<file path="src/rtl/mfcc_melbank_filter_if.sv">
// Bundle of the spectrum input stream, melbank ROM port and filter-energy output stream.
// The slave modport is the filterbank engine's view; master is the surrounding system's view.
interface mfcc_melbank_filter_if #(
   parameter int PW    = 24,
   parameter int ACC_W = 40
);
   logic             in_valid;
   logic             in_ready;
   logic [PW-1:0]    in_data;
   logic             in_last;
   logic [8:0]       rom_addr;
   logic [7:0]       rom_data;
   logic             out_valid;
   logic             out_ready;
   logic [ACC_W-9:0] out_data;
   logic [7:0]       out_idx;
   logic             out_last;
   logic             err;

   modport slave (
      input  in_valid, in_data, in_last, rom_data, out_ready,
      output in_ready, rom_addr, out_valid, out_data, out_idx, out_last, err
   );

   modport master (
      output in_valid, in_data, in_last, rom_data, out_ready,
      input  in_ready, rom_addr, out_valid, out_data, out_idx, out_last, err
   );
endinterface

</file>
<file path="src/rtl/mfcc_melbank_filter.sv">
// Mel filterbank engine: per-bin power is split by a triangular weight into two adjacent filters.
// Optional build macro MELBANK_SAT_EN makes accumulator additions saturate instead of wrapping.
module mfcc_melbank_filter #(
   parameter int PW    = 24,
   parameter int ACC_W = 40,
   parameter int NBINS = 256,
   parameter int NFILT = 26
) (
   input  logic                  clk,
   input  logic                  rst,
   mfcc_melbank_filter_if.slave  bus
);
   localparam int PRW = PW + 9;
   localparam int OW  = ACC_W - 8;
`ifdef MELBANK_SAT_EN
   localparam int SW  = ((ACC_W > PRW) ? ACC_W : PRW) + 1;
`endif

   typedef enum logic [2:0] {S_IDLE, S_IDX, S_WGT, S_ACC, S_EMIT, S_FLUSH} state_t;

   state_t           state_q, state_d;
   logic [PW-1:0]    p_q, p_d;
   logic             last_q, last_d;
   logic [7:0]       f_q, f_d;
   logic [PRW-1:0]   ph_q, ph_d;
   logic [PRW-1:0]   pl_q, pl_d;
   logic [7:0]       cur_f_q, cur_f_d;
   logic [7:0]       bc_q, bc_d;
   logic [ACC_W-1:0] acc_lo_q, acc_lo_d;
   logic [ACC_W-1:0] acc_hi_q, acc_hi_d;
   logic [8:0]       rom_addr_q, rom_addr_d;
   logic             out_valid_q, out_valid_d;
   logic [OW-1:0]    out_data_q, out_data_d;
   logic [7:0]       out_idx_q, out_idx_d;
   logic             out_last_q, out_last_d;
   logic             err_q, err_d;
   logic             emit_load;
   logic             flush_load;

   function automatic logic [ACC_W-1:0] acc_add(input logic [ACC_W-1:0] a,
                                                input logic [PRW-1:0]   b);
`ifdef MELBANK_SAT_EN
      logic [SW-1:0] s;
      s = SW'(a) + SW'(b);
      return (s > SW'({ACC_W{1'b1}})) ? {ACC_W{1'b1}} : s[ACC_W-1:0];
`else
      return a + ACC_W'(b);
`endif
   endfunction

   assign bus.in_ready  = (state_q == S_IDLE) && !rst;
   assign bus.rom_addr  = rom_addr_q;
   assign bus.out_valid = out_valid_q;
   assign bus.out_data  = out_data_q;
   assign bus.out_idx   = out_idx_q;
   assign bus.out_last  = out_last_q;
   assign bus.err       = err_q;

   always_comb begin
      state_d     = state_q;
      p_d         = p_q;
      last_d      = last_q;
      f_d         = f_q;
      ph_d        = ph_q;
      pl_d        = pl_q;
      cur_f_d     = cur_f_q;
      bc_d        = bc_q;
      acc_lo_d    = acc_lo_q;
      acc_hi_d    = acc_hi_q;
      rom_addr_d  = rom_addr_q;
      out_valid_d = out_valid_q;
      out_data_d  = out_data_q;
      out_idx_d   = out_idx_q;
      out_last_d  = out_last_q;
      err_d       = err_q;
      emit_load   = 1'b0;
      flush_load  = 1'b0;

      case (state_q)
         S_IDLE: begin
            if (bus.in_valid && !rst) begin
               p_d        = bus.in_data;
               last_d     = bus.in_last || (bc_q == 8'(NBINS - 1));
               if ((bc_q == 8'(NBINS - 1)) && !bus.in_last) err_d = 1'b1;
               rom_addr_d = {1'b1, bc_q};
               state_d    = S_IDX;
            end
         end
         S_IDX: begin
            f_d        = bus.rom_data;
            rom_addr_d = {1'b0, bc_q};
            state_d    = S_WGT;
         end
         S_WGT: begin
            ph_d    = PRW'(p_q) * PRW'(bus.rom_data);
            pl_d    = PRW'(p_q) * PRW'(9'd256 - {1'b0, bus.rom_data});
            state_d = S_ACC;
         end
         S_ACC: begin
            if (f_q == cur_f_q) begin
               if (f_q < 8'(NFILT)) acc_hi_d = acc_add(acc_hi_q, ph_q);
               if (f_q != 8'd0)     acc_lo_d = acc_add(acc_lo_q, pl_q);
            end else if ({1'b0, f_q} == ({1'b0, cur_f_q} + 9'd1)) begin
               // Moving to the next filter: the low filter is now complete.
               if (cur_f_q != 8'd0) begin
                  emit_load   = 1'b1;
                  out_valid_d = 1'b1;
                  out_data_d  = acc_lo_q[ACC_W-1:8];
                  out_idx_d   = cur_f_q - 8'd1;
                  out_last_d  = 1'b0;
               end
               acc_lo_d = acc_add(acc_hi_q, pl_q);
               acc_hi_d = (f_q < 8'(NFILT)) ? acc_add('0, ph_q) : '0;
               cur_f_d  = f_q;
            end else begin
               err_d = 1'b1;
            end
            bc_d = bc_q + 8'd1;
            if (emit_load) begin
               state_d = S_EMIT;
            end else if (last_q) begin
               state_d    = S_FLUSH;
               flush_load = 1'b1;
            end else begin
               state_d = S_IDLE;
            end
         end
         S_EMIT: begin
            if (bus.out_ready) begin
               out_valid_d = 1'b0;
               if (last_q) begin
                  state_d    = S_FLUSH;
                  flush_load = 1'b1;
               end else begin
                  state_d = S_IDLE;
               end
            end
         end
         S_FLUSH: begin
            if (!out_valid_q || bus.out_ready) begin
               out_valid_d = 1'b0;
               cur_f_d     = 8'd0;
               bc_d        = 8'd0;
               acc_lo_d    = '0;
               acc_hi_d    = '0;
               state_d     = S_IDLE;
            end
         end
         default: state_d = S_IDLE;
      endcase

      // Final filter of the frame is taken from the post-update accumulator state.
      if (flush_load) begin
         if (cur_f_d != 8'd0) begin
            out_valid_d = 1'b1;
            out_data_d  = acc_lo_d[ACC_W-1:8];
            out_idx_d   = cur_f_d - 8'd1;
            out_last_d  = 1'b1;
         end else begin
            err_d = 1'b1;
         end
      end
   end

   always_ff @(posedge clk) begin
      if (rst) begin
         state_q     <= S_IDLE;
         p_q         <= '0;
         last_q      <= 1'b0;
         f_q         <= '0;
         ph_q        <= '0;
         pl_q        <= '0;
         cur_f_q     <= '0;
         bc_q        <= '0;
         acc_lo_q    <= '0;
         acc_hi_q    <= '0;
         rom_addr_q  <= '0;
         out_valid_q <= 1'b0;
         out_data_q  <= '0;
         out_idx_q   <= '0;
         out_last_q  <= 1'b0;
         err_q       <= 1'b0;
      end else begin
         state_q     <= state_d;
         p_q         <= p_d;
         last_q      <= last_d;
         f_q         <= f_d;
         ph_q        <= ph_d;
         pl_q        <= pl_d;
         cur_f_q     <= cur_f_d;
         bc_q        <= bc_d;
         acc_lo_q    <= acc_lo_d;
         acc_hi_q    <= acc_hi_d;
         rom_addr_q  <= rom_addr_d;
         out_valid_q <= out_valid_d;
         out_data_q  <= out_data_d;
         out_idx_q   <= out_idx_d;
         out_last_q  <= out_last_d;
         err_q       <= err_d;
      end
   end
endmodule

</file>
<file path="src/flat_wrapper.sv">
// flat-port wrapper written by rule: the top's interface ports become plain ports
module mfcc_melbank_filter_flat 
#(
   parameter int PW    = 24,
   parameter int ACC_W = 40,
   parameter int NBINS = 256,
   parameter int NFILT = 26
)
  (clk, rst, bus_in_valid, bus_in_data, bus_in_last, bus_rom_data, bus_out_ready, bus_in_ready, bus_rom_addr, bus_out_valid, bus_out_data, bus_out_idx, bus_out_last, bus_err);
  mfcc_melbank_filter_if #(.PW(PW), .ACC_W(ACC_W)) bus_i ();
  input  logic clk;
  input  logic rst;
  input wire logic [$bits(bus_i.in_valid)-1:0] bus_in_valid;
  input wire logic [$bits(bus_i.in_data)-1:0] bus_in_data;
  input wire logic [$bits(bus_i.in_last)-1:0] bus_in_last;
  input wire logic [$bits(bus_i.rom_data)-1:0] bus_rom_data;
  input wire logic [$bits(bus_i.out_ready)-1:0] bus_out_ready;
  output wire logic [$bits(bus_i.in_ready)-1:0] bus_in_ready;
  output wire logic [$bits(bus_i.rom_addr)-1:0] bus_rom_addr;
  output wire logic [$bits(bus_i.out_valid)-1:0] bus_out_valid;
  output wire logic [$bits(bus_i.out_data)-1:0] bus_out_data;
  output wire logic [$bits(bus_i.out_idx)-1:0] bus_out_idx;
  output wire logic [$bits(bus_i.out_last)-1:0] bus_out_last;
  output wire logic [$bits(bus_i.err)-1:0] bus_err;
  assign bus_i.in_valid = bus_in_valid;
  assign bus_i.in_data = bus_in_data;
  assign bus_i.in_last = bus_in_last;
  assign bus_i.rom_data = bus_rom_data;
  assign bus_i.out_ready = bus_out_ready;
  assign bus_in_ready = bus_i.in_ready;
  assign bus_rom_addr = bus_i.rom_addr;
  assign bus_out_valid = bus_i.out_valid;
  assign bus_out_data = bus_i.out_data;
  assign bus_out_idx = bus_i.out_idx;
  assign bus_out_last = bus_i.out_last;
  assign bus_err = bus_i.err;
  mfcc_melbank_filter #(.PW(PW), .ACC_W(ACC_W), .NBINS(NBINS), .NFILT(NFILT)) u_core (.clk(clk), .rst(rst), .bus(bus_i));
endmodule
</file>
<file path="config.mk">
export PLATFORM = sky130hd
export DESIGN_NAME = mfcc_melbank_filter_flat
export DESIGN_NICKNAME = d
export VERILOG_FILES = /design/src/rtl/mfcc_melbank_filter_if.sv /design/src/rtl/mfcc_melbank_filter.sv /design/src/flat_wrapper.sv
export SDC_FILE = /design/constraint.sdc
export NUM_CORES = 2
export LEC_CHECK = 0
export ABC_AREA = 1
export CAP_MARGIN = 20
export CORE_MARGIN = 2
export CORE_UTILIZATION = 50
export DETAILED_ROUTE_END_ITERATION = 8
export GPL_TIMING_DRIVEN = 0
export PLACE_DENSITY = 0.7
export REMOVE_ABC_BUFFERS = 1
export SLEW_MARGIN = 0
export SYNTH_ARGS = -nofsm -noshare
export SYNTH_HDL_FRONTEND = slang
export SYNTH_SLANG_ARGS = --single-unit
</file>
<file path="constraint.sdc">
create_clock -name clk -period 7.5 [get_ports clk]
set_input_delay 1.125 -clock clk [delete_from_list [all_inputs] [get_ports clk]]
set_output_delay 1.125 -clock clk [all_outputs]
set_load 0.005 [all_outputs]
</file>
# After elaboration in Yosys (flattened, before gate mapping)
# Index checks and enable logic that the tools add are counted.
# op_classes
addsub	8
mul	2
n_div	0
n_lt_le_gt_ge	1
eq_ne	14
shifts	0
mux	66
bitwise	0
reduce_logical	20
# ops
operator	n
40-bit 2-to-1 mux	8
32-bit 2-to-1 mux	7
40-bit one-hot mux with 2 select lines	2
40-bit by 33-bit adder with 40-bit output	2
8-bit 2-to-1 mux	10
40-bit by 32-bit adder with 40-bit output	1
24-bit by 33-bit multiplier with 33-bit output	1
24-bit by 8-bit multiplier with 32-bit output	1
8-bit one-hot mux with 2 select lines	2
1-bit 2-to-1 mux	26
8-bit nonzero test	3
3-bit one-hot mux with 6 select lines	1
9-bit one-hot mux with 2 select lines	1
8-bit by 1-bit subtractor with 8-bit output (second input constant)	2
3-bit 2-to-1 mux	5
9-bit by 8-bit subtractor with 10-bit output (first input constant)	1
8-bit by 1-bit adder with 9-bit output (second input constant)	1
8-bit by 9-bit == test with 1-bit output	1
9-bit 2-to-1 mux	1
8-bit by 1-bit adder with 8-bit output (second input constant)	1
8-bit == test	1
8-bit == test (second input constant)	1
8-bit by 5-bit < comparator with 1-bit output (second input constant)	1
4-bit AND reduction	2
other kinds (16)	29
# totals
ff_bits	249
latchBits	0
ramBits	0
mem_bits_ro	0
elab_cells	128
mem_count	0

# Logic depth before layout (Yosys ltp)
# depth
ltp_word	8
ltp_mapped	38

# Worst setup path after synthesis
# No wires, ideal clock.
# synth_timing
path_type	input to register
startpoint	in bus_rom_data[0]
endpoint	reg u_core.pl_q[30]
setup_ns	0.115
t_arrival_ns	7.708
path_slack_ns	-0.324
cell_stages	37
path_buffers	2
cell_sequence	clkbuf_1 inv_1 ha_1 inv_1 nor3_1 inv_1 or2_2 o21ai_0 nand2_1 inv_1 clkbuf_1 nand2_1 fa_1 inv_1 fa_1 inv_1 fa_1 inv_1 ha_1 fa_1 inv_1 fa_1 fa_1 inv_1 ha_1 a21oi_1 nor2_1 o21ai_0 nand2_1 nand2_1 nand3_1 a21oi_1 inv_1 a21oi_1 nor2_1 o21ai_0 inv_1
# synth_via
elab_chain_cells	2
# synth_lines
element	line	rtl
start: declaration	flat_wrapper.sv:16	input wire logic [$bits(bus_i.rom_data)-1:0] bus_rom_data;
9-bit by 8-bit subtractor with 10-bit output	mfcc_melbank_filter.sv:96	pl_d = PRW'(p_q) * PRW'(9'd256 - {1'b0, bus.rom_data});
24-bit by 33-bit multiplier with 33-bit output	mfcc_melbank_filter.sv:96	
end signal: assignment	mfcc_melbank_filter.sv:189	pl_q <= pl_d;
end: declaration	mfcc_melbank_filter.sv:26	logic [PRW-1:0] pl_q, pl_d;
# No other way between the ends.
# A chain may end at the register's enable or synchronous reset.

# Worst setup path after layout
# layout_timing
startpoint	in bus_rom_data[2]
endpoint	reg u_core.pl_q[30]
# The elaborated chain is that of the path after synthesis.

==> impl_metrics.json <==
{
  "cp_max_fo": 14,
  "drv_slew": 0,
  "ys.flop_type": "dfxtp_1",
  "grt_max_degree": 78,
  "gp_congestion": 1.011,
  "cts_tree": "yes",
  "layout_min_cycle_time_ns": 7.445,
  "grt_usage_pct": 31.67,
  "num_vias": 32180,
  "period_share_pct": 99.26,
  "met1Wirelength_um": 45440,
  "gr-total-overflow": 0,
  "rows": 93,
  "worstReg2RegEnd": "u_core.pl_q[30]$_SDFFE_PP0P_",
  "hold_viol": 0,
  "critPathLaunchType": "input port",
  "clk_pin_slew_ns": 0.06,
  "nNetsFinal": 5534,
  "postSynthCellCount": 4887,
  "met2_length_um": 48950,
  "synthArstFlopShare_pct": 0,
  "yosysWarningCount": 0,
  "synth.largest_area_cell": "fa_1",
  "post_synth_num_cell_types": 57,
  "crit_required_ns": 8.01,
  "port_buffers": 89,
  "drt-wirelength-per-cell_um": 18.60,
  "worstSetupPathType": "input port to register",
  "dp_slack_ns": -2.733,
  "p_leak_nw": 18.04,
  "synth_area_leaders": "fa_1 18%, dfxtp_1 15%, nand2_1 13%",
  "dieArea_sq_um": 67170,
  "insertion_delay_ns": 0.61,
  "start_util_pct": 50.50,
  "cp.depth": 36,
  "top_layer": "met4",
  "crit_slowest_cell": "fa_1",
  "timing.rr.start": "u_core.p_q[7]$_SDFFE_PP0P_",
  "pin_count": 90,
  "status": "complete, no violations",
  "clk_path_buf_depth": 3,
  "via_per_inst": 5.573,
  "cp-endpoint": "u_core.pl_q[30]$_SDFFE_PP0P_",
  "syn_area_per_cell_sq_um": 6.662,
  "die_h_um": 259.2,
  "cts_buffers": 31,
  "min_path_type": "register to register",
  "clock-root-buffer": "clkbuf_16",
  "p_per_area_nw_per_um2": 189.2,
  "routed_wl_um": 107400,
  "seq_area_frac_synth_pct": 15.25,
  "worst_slack_ns": 0.05528,
  "drtAntennaViolNets": 0,
  "drive_above_1_share_pct": 6.180,
  "antenna_found_initial": 1,
  "fin_util_pct": 56.28,
  "synth_edf_count": 0,
  "grt_pass1_wl_um": 168700,
  "first_iter_violations": 3144,
  "final-setup-viol-count": 0,
  "skew_ns": 0.01489,
  "hpwl_um": 84550,
  "wl_met3_um": 7655,
  "drtPass1Iterations": 6,
  "critPathMaxStageDelay_ns": 0.51,
  "crit_start": "bus_rom_data[2]",
  "diodes": 0,
  "cpLargestDelayFamily": "adder cells",
  "synth_top_area_share_pct": 17.65,
  "maxSlewHeadroom_pct": 35.40,
  "r2r_setup_slack_ns": 1.29,
  "drcViolationCount": 0,
  "fillers": 6314,
  "cts_sinks": 248,
  "maxCapViolations": 0,
  "fmax_mhz": 134.3,
  "dieWidth_um": 259.2,
  "crit_buf_inv": 12,
  "reg2reg_depth": 26,
  "grt_pass1_vias": 31140,
  "rsz0062_at_grt": "true",
  "tightest_slew_ns": 0.9655,
  "hold_depth": 2,
  "cp.arrival_ns": 7.96,
  "syn_area_sq_um": 32560,
  "synth_seq_cells": 248,
  "htreeDepth": 1,
  "area_delta_synth_final_pct": 11.44,
  "end_kind": "register",
  "core_area_sq_um": 64460,
  "peakVddDrop_uv": 223.8
}
==> synth_stat cells, types with 4 or more instances <==
library cell / number
a31oi_1: 28
o21a_1: 5
nor2_1: 498
inv_2: 25
nor2_4: 4
a21o_1: 20
nand2_2: 10
o211ai_1: 30
o22ai_1: 6
ha_1: 314
and2_1: 16
buf_2: 18
buf_6: 7
buf_1: 23
a22oi_1: 8
a21boi_0: 9
fa_1: 287
xnor2_1: 37
a21oi_1: 393
mux2i_1: 6
dfxtp_1: 248
a32oi_1: 6
nand3b_1: 24
o21ai_0: 294
xor2_1: 44
o21bai_1: 11
nand3_1: 212
nand4_1: 50
nor2_2: 6
o21ai_1: 24
or2_2: 20
nand2_1: 1139
inv_1: 846
nor3_1: 51
clkbuf_1: 118
buf_4: 6
nor4_1: 11
==> worst min path at each step <==
stage / start / endpoint / slack [ns]
6_report: u_core.acc_lo_q[3]$_SDFFE_PP0P_ / u_core.acc_lo_q[3]$_SDFFE_PP0P_ / 0.47
5_1_grt: u_core.bus.out_last$_SDFF_PP0_ / u_core.bus.out_last$_SDFF_PP0_ / 0.50
4_1_cts: u_core.acc_hi_q[0]$_SDFFE_PP0P_ / u_core.acc_hi_q[0]$_SDFFE_PP0P_ / 0.47
3_5_place_dp: u_core.acc_hi_q[0]$_SDFFE_PP0P_ / u_core.acc_hi_q[0]$_SDFFE_PP0P_ / 0.46
3_3_place_gp: u_core.acc_hi_q[0]$_SDFFE_PP0P_ / u_core.acc_hi_q[0]$_SDFFE_PP0P_ / 0.46
2_1_floorplan: u_core.acc_lo_q[3]$_SDFFE_PP0P_ / u_core.acc_lo_q[3]$_SDFFE_PP0P_ / 0.44
==> per-layer routing <==
layer  GRT usage, %  vias up
met2          52.48     1248
met5              0        -
met3          3.456      241
met4          13.55        0
li1               -    15510
met1          41.96    15190
==> logic make-up (layout without fill, tap and decap cells) <==
kind of cell	after synthesis	count (layout)	share of synthesized area (%)
buf+inv	1044	1076	12.34
mux	6	6	0.1845
compound gates	852	852	14.14
simple gates	2055	2055	26.19
fa+ha+maj	601	601	29.72
flops	248	248	15.25
xor+xnor	81	81	2.179
==> sequential cells by signal, summed over array words and instances, names as in the netlist <==
register              count
u_core.bus.out_data      32
u_core.p_q               24
u_core.ph_q              31
u_core.bus.out_last       1
u_core.bus.out_idx        8
u_core.last_q             1
u_core.cur_f_q            8
u_core.pl_q              33
u_core.bus.rom_addr       9
u_core.state_q            3
u_core.bus.err            1
u_core.acc_hi_q          40
u_core.f_q                8
u_core.acc_lo_q          40
u_core.bus.out_valid      1
u_core.bc_q               8
==> final cells by class <==
type	instances	area (sq um)	area share, %
tap	855	1070	2.949
clock buffer	41	843.3	2.324
clock inverter	15	177.7	0.4897
sequential	248	4965	13.68
inverter	872	3304	9.108
timing repair buffer	148	1642	4.525
multi-input combinational	3595	24280	66.92
==> worst reg2reg max path, stage by stage (launching register included) <==
cell and delay (ns):
dfxtp_1 0.73, inv_1 0.30, nor2_1 0.22, fa_1 0.46, fa_1 0.51, inv_1 0.05, fa_1 0.35, inv_1 0.09
fa_1 0.39, ha_1 0.21, fa_1 0.51, inv_1 0.05, fa_1 0.56, inv_2 0.06, ha_4 0.27, a21oi_2 0.15
inv_2 0.07, a31oi_1 0.16, nand2_1 0.11, nand2_1 0.09, nand3_2 0.11, a21oi_2 0.20, inv_1 0.07, a21oi_2 0.16
nor2_1 0.06, o21ai_1 0.12, inv_1 0.04
==> cells in the final DEF, fill, tap and decap left out, types with 30 or more instances in the layout <==
master / Yosys / final
a21oi_1: 393 / 372
nand3_1: 212 / 209
o21ai_1: 24 / 32
nand2_1: 1139 / 1127
clkbuf_16: 0 / 32
ha_1: 314 / 290
fa_1: 287 / 284
clkdlybuf4s50_1: 0 / 81
o211ai_1: 30 / 30
buf_4: 6 / 35
nand4_1: 50 / 50
inv_2: 25 / 39
nor3_1: 51 / 47
o21ai_0: 294 / 281
xnor2_1: 37 / 35
nor2_1: 498 / 490
xor2_1: 44 / 44
dfxtp_1: 248 / 248
inv_1: 846 / 824
==> what timing repair did <==
action | in CTS | in global routing
endpoints found under the setup margin | 25 | 21
pin swaps | 14 | 60
resized for setup | 112 | 97
gates cloned | 0 | 1
hold buffers | 0 | 0
setup buffers | 22 | 19
==> power breakdown <==
group          switching, mW  internal [mW]
logic                   2.35           1.33
registers              0.202           1.42
clock network          0.666          0.894
==> stage by stage <==
step	power [mW]	hold WS [ns]	std cells	cell area [sq um]	TNS (ns)
after floorplan	3.764	0.4392	4715	31810	-0.5428
after global placement	4.826	0.4562	5659	33770	-659.09
after detailed placement	4.902	0.4641	5679	34190	-57.23
after CTS	6.662	0.4717	5756	35810	0
after global routing	7.362	0.4993	5774	36280	-0.4381
final	6.866	0.4696	5774	36280	0
(Power assumes the default switching activity.)
